## config.mk

```make
export PLATFORM = sky130hd
export DESIGN_NAME = stage_skid_fifo
export DESIGN_NICKNAME = d
export VERILOG_FILES = /design/src/rtl/stage_pkg.sv /design/src/rtl/stage_fifo_mem.sv /design/src/rtl/stage_skid_fifo.sv
export SDC_FILE = /design/constraint.sdc
export NUM_CORES = 1
export LEC_CHECK = 0
export ABC_AREA = 1
export BUFFER_PORTS_ARGS = -buffer_cell sky130_fd_sc_hd__buf_4
export CELL_PAD_IN_SITES_DETAIL_PLACEMENT = 1
export CELL_PAD_IN_SITES_GLOBAL_PLACEMENT = 2
export CORE_MARGIN = 1.5
export CORE_UTILIZATION = 38
export CTS_CLUSTER_DIAMETER = 100
export DETAILED_ROUTE_END_ITERATION = 10
export PLACE_DENSITY_LB_ADDON = 0.1
export SKIP_CTS_REPAIR_TIMING = 1
export SYNTH_ARGS = -nofsm -noshare
export SYNTH_HDL_FRONTEND = slang
export SYNTH_SLANG_ARGS = --single-unit
```

## constraint.sdc

```tcl
create_clock -name clk -period 2.3 [get_ports clk]
set_input_delay 0.46 -clock clk [delete_from_list [all_inputs] [get_ports clk]]
set_output_delay 0.46 -clock clk [all_outputs]
set_load 0.05 [all_outputs]
```

## src/rtl/stage_pkg.sv

```systemverilog
// -----------------------------------------------------------------------------
// stage_pkg
// Shared definitions for the stage_skid_fifo slice:
//   stage_state_e : occupancy state of the FIFO controller
//   ptr_w()       : pointer width for a given storage depth
// -----------------------------------------------------------------------------
package stage_pkg;

    typedef enum logic [1:0] {
        ST_EMPTY = 2'd0,
        ST_BUSY  = 2'd1,
        ST_FULL  = 2'd2
    } stage_state_e;

    // A depth of 1 would give a zero-width pointer; clamp to one bit.
    function automatic int ptr_w(input int depth);
        return (depth <= 1) ? 1 : $clog2(depth);
    endfunction

endpackage

```

## src/rtl/stage_fifo_mem.sv

```systemverilog
// -----------------------------------------------------------------------------
// stage_fifo_mem
// DEPTH x WIDTH_S register array with one write port and a registered read.
// Ports:
//   clk, rst_n        : clock, async active-low reset (read register only)
//   wr_en             : write strobe
//   wr_addr, wr_data  : write address / payload
//   rd_addr           : address to load into the read register this edge
//   rd_data           : registered read data
// A write to the address being read this edge is forwarded into the read
// register, so a word written into an empty FIFO is visible one edge later.
// -----------------------------------------------------------------------------
module stage_fifo_mem
    import stage_pkg::*;
#(
    parameter int WIDTH_S = 8,
    parameter int DEPTH   = 4,
    parameter int AW      = ptr_w(DEPTH)
) (
    input  logic               clk,
    input  logic               rst_n,
    input  logic               wr_en,
    input  logic [AW-1:0]      wr_addr,
    input  logic [WIDTH_S-1:0] wr_data,
    input  logic [AW-1:0]      rd_addr,
    output logic [WIDTH_S-1:0] rd_data
);

    logic [WIDTH_S-1:0] mem [DEPTH];

    always_ff @(posedge clk) begin
        if (wr_en) begin
            mem[wr_addr] <= wr_data;
        end
    end

    always_ff @(posedge clk or negedge rst_n) begin
        if (!rst_n) begin
            rd_data <= '0;
        end else if (wr_en && (wr_addr == rd_addr)) begin
            rd_data <= wr_data;
        end else begin
            rd_data <= mem[rd_addr];
        end
    end

endmodule

```

## src/rtl/stage_skid_fifo.sv

```systemverilog
// -----------------------------------------------------------------------------
// stage_skid_fifo
// Registered-output FIFO stage with valid/ready on both sides and a sticky
// upstream protocol checker.
// Ports:
//   clk, rst_n            : clock, async active-low reset
//   in_valid/in_data      : upstream word
//   in_ready              : block accepts a word this cycle (from state reg)
//   out_valid/out_data    : oldest stored word (from registers)
//   out_ready             : downstream accepts a word this cycle
//   level                 : stored word count, 0..DEPTH
//   proto_err / clr_err   : sticky upstream violation flag / its clear
//   fsm_state             : current controller state (stage_state_e encoding)
// Handshake: a word moves on a rising edge when valid and ready are both high
// on that side; once valid is raised upstream it must hold valid and data
// stable until accepted, otherwise proto_err is set.
// -----------------------------------------------------------------------------
module stage_skid_fifo
    import stage_pkg::*;
#(
    parameter int WIDTH_S = 8,
    parameter int DEPTH   = 4
) (
    input  logic                       clk,
    input  logic                       rst_n,
    input  logic                       in_valid,
    input  logic [WIDTH_S-1:0]         in_data,
    output logic                       in_ready,
    output logic                       out_valid,
    output logic [WIDTH_S-1:0]         out_data,
    input  logic                       out_ready,
    output logic [$clog2(DEPTH):0]     level,
    output logic                       proto_err,
    input  logic                       clr_err,
    output logic [1:0]                 fsm_state
);

    localparam int AW = ptr_w(DEPTH);
    localparam int LW = $clog2(DEPTH) + 1;
    localparam logic [LW-1:0] LVL_FULL = LW'(DEPTH);
    localparam logic [LW-1:0] LVL_ONE  = LW'(1);

    stage_state_e      state_q, state_d;
    logic [AW-1:0]     wr_ptr, rd_ptr, rd_addr;
    logic [LW-1:0]     level_q;
    logic              wr_fire, rd_fire;
    logic              stall_q;
    logic [WIDTH_S-1:0] stall_data_q;
    logic              err_set;

    assign wr_fire = in_valid & in_ready;
    assign rd_fire = out_valid & out_ready;

    // ---------------- FSM: state register ----------------
    always_ff @(posedge clk or negedge rst_n) begin
        if (!rst_n) begin
            state_q <= ST_EMPTY;
        end else begin
            state_q <= state_d;
        end
    end

    // ---------------- FSM: next state ----------------
    always_comb begin
        state_d = state_q;
        case (state_q)
            ST_EMPTY: begin
                if (wr_fire) state_d = ST_BUSY;
            end
            ST_BUSY: begin
                if (wr_fire && !rd_fire && (level_q == LVL_FULL - LVL_ONE)) begin
                    state_d = ST_FULL;
                end else if (rd_fire && !wr_fire && (level_q == LVL_ONE)) begin
                    state_d = ST_EMPTY;
                end
            end
            ST_FULL: begin
                if (rd_fire) state_d = ST_BUSY;
            end
            default: state_d = ST_EMPTY;
        endcase
    end

    // ---------------- FSM: outputs (decoded from the state register) -------
    always_comb begin
        in_ready  = 1'b1;
        out_valid = 1'b0;
        case (state_q)
            ST_EMPTY: begin in_ready = 1'b1; out_valid = 1'b0; end
            ST_BUSY:  begin in_ready = 1'b1; out_valid = 1'b1; end
            ST_FULL:  begin in_ready = 1'b0; out_valid = 1'b1; end
            default:  begin in_ready = 1'b1; out_valid = 1'b0; end
        endcase
    end

    assign fsm_state = state_q;
    assign level     = level_q;

    // ---------------- pointers and level ----------------
    always_ff @(posedge clk or negedge rst_n) begin
        if (!rst_n) begin
            wr_ptr  <= '0;
            rd_ptr  <= '0;
            level_q <= '0;
        end else begin
            if (wr_fire) wr_ptr <= wr_ptr + AW'(1);
            if (rd_fire) rd_ptr <= rd_ptr + AW'(1);
            case ({wr_fire, rd_fire})
                2'b10:   level_q <= level_q + LVL_ONE;
                2'b01:   level_q <= level_q - LVL_ONE;
                default: level_q <= level_q;
            endcase
        end
    end

    // The read register is loaded with the word that will be oldest after
    // this edge, so out_data always shows the head without a comb path.
    assign rd_addr = rd_fire ? (rd_ptr + AW'(1)) : rd_ptr;

    stage_fifo_mem #(
        .WIDTH_S (WIDTH_S),
        .DEPTH   (DEPTH),
        .AW      (AW)
    ) u_mem (
        .clk     (clk),
        .rst_n   (rst_n),
        .wr_en   (wr_fire),
        .wr_addr (wr_ptr),
        .wr_data (in_data),
        .rd_addr (rd_addr),
        .rd_data (out_data)
    );

    // ---------------- upstream protocol checker ----------------
    // A stalled offer (valid without ready) must be repeated unchanged.
    assign err_set = stall_q && (!in_valid || (in_data != stall_data_q));

    always_ff @(posedge clk or negedge rst_n) begin
        if (!rst_n) begin
            stall_q      <= 1'b0;
            stall_data_q <= '0;
            proto_err    <= 1'b0;
        end else begin
            stall_q      <= in_valid & ~in_ready;
            stall_data_q <= in_data;
            if (err_set) begin
                proto_err <= 1'b1;
            end else if (clr_err) begin
                proto_err <= 1'b0;
            end
        end
    end

endmodule

```

==> run metrics <==
clk sinks between 50 and 60; Layout area overhead 19.23%; Post-Syn Nets slightly above 300; Via density 4.763; initial antenna violation count 0; RSZ-0062 raised after global routing no; Worst-path clk slew about 80 ps; power share of the sequential group 0.314; crit-path max FO 4; Fin. Hold Viols 0; EDFF count, synth 32; largest net degree at the start of global routing 28; row cnt 31; full die area 8080 µm²; Root Buffer clkbuf_8; max-slew violations 0; Worst-Margin Slew ~380 ps; Worst Setup End Kind primary output; Mapped Cells around 280; net switching power about 2.2 mW; Gate power share 0.491; Relative slew margins 0.7443; Routed Antenna Nets 0; Finished Layout Cells roughly 420; Clock Latency Late Sink 330 ps; Synth top area share 0.3349; sw frac 0.4548; grt ovf 0; first-pass GRT wire length between 10 and 15 mm; YS warnings 0; status complete, no violations; io pins 29; Final nets approximately 350; CP arrival around 1500 ps; Power Internal about 2.7 mW; clk buf depth 2; Final Cycle Share 0.8527; Seq cells post-synth 59; n_diodes 0; Power Dens Cells between 1000 and 1500 nW/µm²; die span in y 89.89 µm; Worst Skew approximately 10 ps; Port Buffers 28; fmax between 0.5 and 0.6 GHz; share of layout cells above drive strength 1 0.2322; Post-Route WL around 6.6 mm; FFs w/ async S/R, synth 0.4576; synthesized area per cell between 10 and 15 µm²; first-pass detailed-route iteration total 4; via count approximately 2000; maxcap violations 0; FILL cells slightly below 900; path type of the worst min-delay path input pin to asynchronous set/reset pin; dominant synthesized flop cell edfxtp_1; maximum vdd drop 0.5673 mV; Final TNS setup 0 ps; Synth Cell Area 2869 µm²; DRC viols 0; TritonCTS clock tree yes; final setup fails 0; Initial Utilization 0.3934; H-tree depth 3; DR WL/cell about 16 µm; largest cells by area after synthesis edfxtp_1 (33%), dfrtp_1 (24%), nand2_1 (8.0%); leading area contributor after synthesis edfxtp_1; vias in the first global route between 2000 and 2500; Leakage between 1.5 and 2 nW; Netlist cell types 28; Core ar. roughly 7300 µm²; HPWL after detailed placement between 4 and 5 mm; Startpoint Class flip-flop; sequential area share after synthesis 0.5704; share of total power in the clock network 0.195; Global Route Usage Sum 0.1810; crit path time final around 2000 ps; Placer Congestion between 0.7 and 0.8; required time worst endpoint 1840 ps; number of buffers created by CTS 9; placed cell count ~410; kind of critical path flip-flop to primary output; initial drt markers 60; die width 89.89 µm
-- synthesized netlist by cell type, types with 2 or more instances --
master / n
or2_2: 2
nand3_1: 29
inv_2: 4
nand2_2: 2
nand3b_1: 16
nor2_1: 12
xor2_1: 2
nand2_4: 5
nand4_1: 4
xnor2_1: 5
edfxtp_1: 32
buf_4: 2
o21ai_0: 5
nand3_2: 2
dfrtp_1: 27
buf_6: 2
ha_1: 14
inv_1: 40
inv_4: 2
nand2_1: 61
-- final timing paths --
kind / from / to / slack (ps) / cells past startpoint
worst max-delay path: fsm_state[0] / in_ready / 340 / 5
worst min-delay path: rst_n / u_mem.rd_data[6] / 40 / 1
worst max register to register: fsm_state[1] / u_mem.rd_data[5] / 380 / 10
worst min register to register: stall_q / proto_err / 470 / 2
max in group asynchronous: rst_n / stall_data_q[7] / 1970 / 1
min in group clk: in_data[1] / stall_data_q[1] / 290 / 1
-- cells in the final DEF, fill, tap and decap left out, types with 2 or more instances in the layout --
cell type,n
inv_1,40
nand3_2,2
edfxtp_1,32
ha_1,13
nor2_1,12
nand2_4,5
dfrtp_1,27
nand3b_1,16
o21ai_0,5
xnor2_1,5
xor2_1,2
clkinv_4,2
inv_4,2
nand2_2,2
or2_2,2
clkbuf_8,9
nand4_1,4
nand2_1,61
clkinv_2,2
clkinvlp_4,2
buf_4,35
nand3_1,29
inv_2,4
-- flip-flops by register name, summed over array words and instances, names as in the netlist --
signal and flops:
fsm_state 2, u_mem.mem 32, level 3, stall_q 1, rd_ptr 2, proto_err 1
stall_data_q 8, wr_ptr 2, u_mem.rd_data 8
-- power groups by stage --
stage | Combinational (mW) | Clock, mW | Sequential, mW
after CTS | 2.46 | 0.986 | 1.55
final | 2.41 | 0.957 | 1.54
after detailed placement | 2.45 | 0 | 1.57
after floorplan | 1.40 | 0 | 1.94
after global routing | 2.69 | 1.03 | 1.58
after global placement | 2.41 | 0 | 1.56
-- layer usage --
layer | vias up | track usage | share of wire
met4 | 0 | 0.07011 | 0.011
met3 | 6 | 0.03892 | 0.030
met2 | 41 | 0.2939 | 0.48
met5 | - | 0 | 0
li1 | 967 | - | -
met1 | 996 | 0.2373 | 0.47
-- cell families after synthesis --
logic type | Yosys count | synth area share
AND/OR/NAND/NOR | 138 | 0.2582
flip-flops | 59 | 0.5704
buffers and inverters | 51 | 0.07675
adder cells (fa/ha/maj) | 14 | 0.06106
AO/OA/AOI/OAI | 7 | 0.01221
XOR/XNOR | 7 | 0.02137
-- worst max-delay path: stages, from the launching register on --
cell	delay (ps)
dfrtp_1	400
inv_1	90
ha_1	250
buf_4	160
inv_1	70
buf_4	190
-- area by class of cell --
class / instances / area [µm²] / area share
clock buffers: 9 / 123.9 / 0.03621
repair buffers: 35 / 262.8 / 0.07681
multi-input cells: 166 / 1015 / 0.2966
flip-flops and latches: 59 / 1637 / 0.4784
inverters: 47 / 182.7 / 0.05340
well taps: 99 / 123.9 / 0.03621
clock inverters: 7 / 76.32 / 0.02231
-- through the flow --
step	hold WS [ps]	setup WS (ps)	power [mW]	cell area, µm²	utilization
detailed placement	421.4	363.9	4.018	3221	0.4417
CTS	47.39	306.4	4.995	3421	0.4691
global placement	419.1	378.9	3.975	3221	0.4417
global route	47.02	173.2	5.299	3421	0.4691
floorplan	164.4	36.13	3.340	2872	-
finish	36.67	338.9	4.915	3421	0.4691
Note: power is estimated with default switching activity, not from simulation.
